`src/rtl/uart_tx_fsm.sv`:
```
// uart_tx_fsm: UART transmit engine.
// Each frame is a start bit, DATA_WIDTH data bits sent LSB first, an optional parity bit
// and one stop bit. Every line level is held for the latched prescale count of clk cycles.
// Ports:
//   clk, rst    - system clock and asynchronous active-high reset
//   P_DATA      - parallel payload, captured when a frame is accepted
//   Data_Valid  - request to send; accepted only in IDLE
//   PAR_EN      - append a parity bit (captured on accept)
//   PAR_TYP     - 0 even / 1 odd parity (captured on accept)
//   prescale    - clk cycles per bit, 0 treated as 1 (captured on accept)
//   TX_OUT      - registered serial line, idle high
//   busy        - registered, high while a frame is on the line
//   tx_done     - registered one-cycle pulse after the stop bit completes
module uart_tx_fsm #(
  parameter int unsigned DATA_WIDTH = 8,
  parameter int unsigned PRESCALE_W = 5
) (
  input  logic                  clk,
  input  logic                  rst,
  input  logic [DATA_WIDTH-1:0] P_DATA,
  input  logic                  Data_Valid,
  input  logic                  PAR_EN,
  input  logic                  PAR_TYP,
  input  logic [PRESCALE_W-1:0] prescale,
  output logic                  TX_OUT,
  output logic                  busy,
  output logic                  tx_done
);

  localparam int unsigned CNT_W = $clog2(DATA_WIDTH + 1);

  typedef enum logic [2:0] {
    S_IDLE   = 3'd0,
    S_START  = 3'd1,
    S_DATA   = 3'd2,
    S_PARITY = 3'd3,
    S_STOP   = 3'd4
  } state_t;

  state_t                r_state;
  logic                  r_tx;
  logic                  r_busy;
  logic                  r_done;
  logic [DATA_WIDTH-1:0] r_shreg;
  logic                  r_par_en;
  logic                  r_parity;
  logic [PRESCALE_W-1:0] r_prescale;
  logic [PRESCALE_W-1:0] r_edge_cnt;
  logic [CNT_W-1:0]      r_bit_cnt;

  logic [PRESCALE_W-1:0] w_prescale_eff;
  logic                  w_parity;
  logic                  w_last_edge;
  logic                  w_last_bit;

  // A zero prescale would never let the edge counter reach its terminal count.
  assign w_prescale_eff = (prescale == '0) ? PRESCALE_W'(1) : prescale;
  assign w_parity       = (^P_DATA) ^ PAR_TYP;
  assign w_last_edge    = (r_edge_cnt == (r_prescale - PRESCALE_W'(1)));
  assign w_last_bit     = (r_bit_cnt == CNT_W'(DATA_WIDTH - 1));

  // Control FSM, counters, shift register and line driver.
  always_ff @(posedge clk or posedge rst) begin
    if (rst) begin
      r_state    <= S_IDLE;
      r_tx       <= 1'b1;
      r_busy     <= 1'b0;
      r_done     <= 1'b0;
      r_shreg    <= '0;
      r_par_en   <= 1'b0;
      r_parity   <= 1'b0;
      r_prescale <= '0;
      r_edge_cnt <= '0;
      r_bit_cnt  <= '0;
    end else begin
      r_done <= 1'b0;

      // Bit-period timing runs in every non-idle state.
      if (r_state != S_IDLE) begin
        if (w_last_edge) r_edge_cnt <= '0;
        else             r_edge_cnt <= r_edge_cnt + PRESCALE_W'(1);
      end

      case (r_state)
        S_IDLE: begin
          r_tx       <= 1'b1;
          r_busy     <= 1'b0;
          r_edge_cnt <= '0;
          r_bit_cnt  <= '0;
          if (Data_Valid) begin
            r_shreg    <= P_DATA;
            r_par_en   <= PAR_EN;
            r_parity   <= w_parity;
            r_prescale <= w_prescale_eff;
            r_tx       <= 1'b0;
            r_busy     <= 1'b1;
            r_state    <= S_START;
          end
        end

        S_START: begin
          if (w_last_edge) begin
            r_tx      <= r_shreg[0];
            r_shreg   <= r_shreg >> 1;
            r_bit_cnt <= '0;
            r_state   <= S_DATA;
          end
        end

        S_DATA: begin
          if (w_last_edge) begin
            if (w_last_bit) begin
              if (r_par_en) begin
                r_tx    <= r_parity;
                r_state <= S_PARITY;
              end else begin
                r_tx    <= 1'b1;
                r_state <= S_STOP;
              end
            end else begin
              r_tx      <= r_shreg[0];
              r_shreg   <= r_shreg >> 1;
              r_bit_cnt <= r_bit_cnt + CNT_W'(1);
            end
          end
        end

        S_PARITY: begin
          if (w_last_edge) begin
            r_tx    <= 1'b1;
            r_state <= S_STOP;
          end
        end

        S_STOP: begin
          if (w_last_edge) begin
            r_tx    <= 1'b1;
            r_busy  <= 1'b0;
            r_done  <= 1'b1;
            r_state <= S_IDLE;
          end
        end

        // Corrupted encodings fall back to an idle line.
        default: begin
          r_tx       <= 1'b1;
          r_busy     <= 1'b0;
          r_edge_cnt <= '0;
          r_bit_cnt  <= '0;
          r_state    <= S_IDLE;
        end
      endcase
    end
  end

  assign TX_OUT  = r_tx;
  assign busy    = r_busy;
  assign tx_done = r_done;

endmodule

```
`config.mk`:
```
export PLATFORM = sky130hd
export DESIGN_NAME = uart_tx_fsm
export DESIGN_NICKNAME = d
export VERILOG_FILES = /design/src/rtl/uart_tx_fsm.sv
export SDC_FILE = /design/constraint.sdc
export NUM_CORES = 1
export LEC_CHECK = 0
export CAP_MARGIN = 20
export CORE_MARGIN = 2
export CORE_UTILIZATION = 35
export CTS_CLUSTER_SIZE = 8
export DETAILED_ROUTE_END_ITERATION = 8
export PLACE_DENSITY_LB_ADDON = 0.12
export SETUP_SLACK_MARGIN = 0.05
export SYNTH_ARGS = -nofsm -noshare
export SYNTH_HDL_FRONTEND = slang
export SYNTH_SLANG_ARGS = --single-unit
```
`constraint.sdc`:
```
create_clock -name clk -period 4.62 [get_ports clk]
set_input_delay 0.924 -clock clk [delete_from_list [all_inputs] [get_ports clk]]
set_output_delay 0.924 -clock clk [all_outputs]
set_load 0.02 [all_outputs]
```
==> results by group <==
Critical path
  – Worst flop-to-flop path startpoint: r_prescale[0]$_DFFE_PP0P_
  – Critical Path Fanout Max: 8
  – R2R depth: 7
  – Slowest cell delay on critical path: 560 ps
  – Slowest-stage cell, CP: a21oi_1
  – Crit path buffers/inverters: 1
  – Critical Path Start Type: primary input
  – Setup CP Type: primary input to flip-flop
  – CP required: 4830 ps
  – Worst setup startpoint: Data_Valid
  – CP arrival: 2620 ps
  – Critical Path Stages: 5
  – Reg2reg setup slack: 2250 ps
  – Worst setup EP type: flip-flop
  – Top Family by Delay on Critical Path: compound AO/OA/AOI/OAI gates
  – Crit-path cells: clkdlybuf4s50_1 > o21bai_1 > a21oi_1 > nor2b_4 > a2bb2oi_1

Logic synthesis
  – Share of the synthesized area in the top cell type: 0.4191
  – Mapped Nets: 188
  – Synth warnings: 0
  – Post-synth EDFFs: 0
  – Sequential-to-total area share from yosys stat: 0.4342
  – Top cell type by total area after synthesis: dfrtp_1
  – Top_reg_cell synth: dfrtp_1
  – Fraction of registers with async set or reset after synthesis: 1.000
  – Synth top cells by count: 29 x dfrtp_1, 16 x nor2_1, 10 x xnor2_1, 9 x nand2_1
  – Most common cell in the synthesized netlist: dfrtp_1
  – Cell variety after synth: 50
  – Cell Area, Synth: 1732 µm²
  – Mean Syn Cell Area: 10.37 µm²
  – Seq cells post-synth: 30
  – Top cells by area, synth: dfrtp_1 42%, xnor2_1 5.1%, a2bb2oi_1 3.5%
  – Mapped Cells: 167

Clocking
  – Deepest clock path buffer count: 2
  – Clk sinks: 30
  – Latest clock arrival within the worst-skew pair: 290 ps
  – CTS tree: built
  – Hold_buf cts: 0
  – Num CTS Buffers: 5
  – H-tree levels: 2
  – Setup Buffers After CTS: 0
  – CTS resizes: 0
  – Clock Tree Root: clkbuf_8
  – Clk slew on worst S/H paths: 60 ps

Floorplan
  – Top-Level Pins: 21
  – Core box area: 4755 µm²
  – DIE HEIGHT: 74.34 µm
  – Initial core utilization: 0.3642
  – DIE AREA: 5526 µm²
  – # rows: 25
  – Die X: 74.34 µm

Min path
  – HP Class: flip-flop to flip-flop
  – HP Start: busy$_DFFE_PP0P_
  – Hold path depth: 1

Run status
  – Outcome: completed

Place
  – GPL Wtd Cong: 0.7572
  – Port bufs: 20
  – Detailed placement HPWL: 2635 µm

GRT
  – Tot GR Track Use: 0.1585
  – Number of global-route vias before repair: 1,406
  – Initial antenna violation count: 0
  – Pin count of the biggest net entering global routing: 26
  – First-pass GRT wire length: 6513 µm
  – GRT overflow: 0

Timing
  – Max Slew Vio Count: 0
  – Finish-stage setup viols: 0
  – Max-slew headroom: 0.3883
  – RSZ-0062 raised after global routing: false
  – Tmin final: 2412 ps
  – Hold Slack: 505.4 ps
  – Clock skew: 6.658 ps
  – Final number of hold-violating endpoints: 0
  – Fmax: 0.4146 GHz
  – Period utilisation layout: 0.5220
  – Least-Margin Pin Slew: 910.6 ps
  – Setup TNS Final: 0 ps

Pwr
  – Lkg Pwr: 0.8532 nW
  – Sequential Power Share: 0.341
  – Net Switching: 0.5633 mW
  – Maximum VDD drop: 0.0003002 V
  – Comb power frac: 0.482
  – Clock share of power: 0.177
  – Internal power: 0.8526 mW
  – Switching share of power: 0.3978
  – Power per cell area: 680.9 nW/µm²

Layout
  – Post-route core utilization: 0.4374
  – Layout Nets: 208
  – Area Growth Syn to Fin: 20.09%
  – Layout cells sized above 1: 0.1383
  – Ant. Diodes: 0

Job
  – Max-Cap Viols: 0

Routing
  – M1 wire length: 1730 µm
  – Met3 WL: 133 µm
  – Via density: 5.153
  – First-iteration detailed-routing DRC count: 71
  – Post-route ant nets: 0
  – Highest routing layer actually used: met4
  – Wire length per cell: 14.40 µm
  – Met2 wire length: 1723 µm
  – Initial DRT Pass Iterations: 4
  – Total Wirelength: 3672 µm
  – Via count: 1,314
  – DRC: 0
[cells by family after synthesis]
family / synth area share
AND/OR/NAND/NOR: 0.1474
AO/OA/AOI/OAI: 0.2124
adder cells (fa/ha/maj): 0.02168
multiplexers: 0.03829
XOR/XNOR: 0.09971
buffers and inverters: 0.04624
flip-flops: 0.4343
[cells in the final DEF (no fill, tap or decap), types with 6 or more instances in the layout]
master           instances
a2bb2oi_1                7
dfrtp_1                 29
clkdlybuf4s50_1         20
nor2_1                  16
clkbuf_8                 8
nand2_1                  9
xnor2_1                 10
o22ai_1                  7
o21ai_1                  7
xor2_1                   6
inv_1                    6
[area by class of cell]
type,instances,area (µm²)
Fill cell,489,2675
Multi-Input combinational cell,122,899.6
Sequential cell,30,752.0
Timing Repair Buffer,21,207.7
Clock buffer,8,110.1
Tap cell,67,83.83
Inverter,7,26.28
[state kept, by name (all words and copies together), names as in the netlist]
signal,flops
r_par_en,1
r_edge_cnt,5
r_bit_cnt,4
r_parity,1
r_state,3
r_shreg,8
TX_OUT,1
tx_done,1
r_prescale,5
busy,1
[through the flow]
stage	setup slack, ps	instance area, µm²	total power, mW	instances
floorplan	2699	1732	1.060	167
global placement	1973	1969	1.151	247
detailed placement	1906	1969	1.172	247
CTS	2202	2079	1.428	255
global route	2026	2079	1.531	255
finish	2208	2079	1.416	255
[power groups by stage]
stage	sequential [mW]	clock, mW	combinational (mW)
after floorplan	0.445	0	0.615
after global placement	0.484	0	0.667
after detailed placement	0.486	0	0.686
after CTS	0.483	0.257	0.688
after global routing	0.501	0.270	0.760
final	0.483	0.250	0.682
[layer usage]
| metal | vias to the layer above | global-route usage |
|---|---|---|
| met5 | - | 0 |
| met2 | 30 | 0.2550 |
| li1 | 634 | - |
| met3 | 11 | 0.03930 |
| met1 | 639 | 0.2015 |
| met4 | 0 | 0.07341 |
[worst reg2reg max path, cell delays in order (launching register included)]
cell and delay [ps]:
dfrtp_1 380, inv_1 70, ha_1 250, a21boi_1 170
o311ai_4 740, nand2b_1 360, o22ai_1 130, a2bb2oi_1 170
[path summary, 6_finish.rpt]
kind,end
worst max-delay path,r_shreg[6]$_DFFE_PP0P_
worst min-delay path,busy$_DFFE_PP0P_
worst max register to register,r_shreg[6]$_DFFE_PP0P_
worst min register to register,busy$_DFFE_PP0P_
max in group asynchronous,TX_OUT$_DFFE_PP1P_
min in group asynchronous,r_shreg[5]$_DFFE_PP0P_
(Power assumes the default switching activity.)
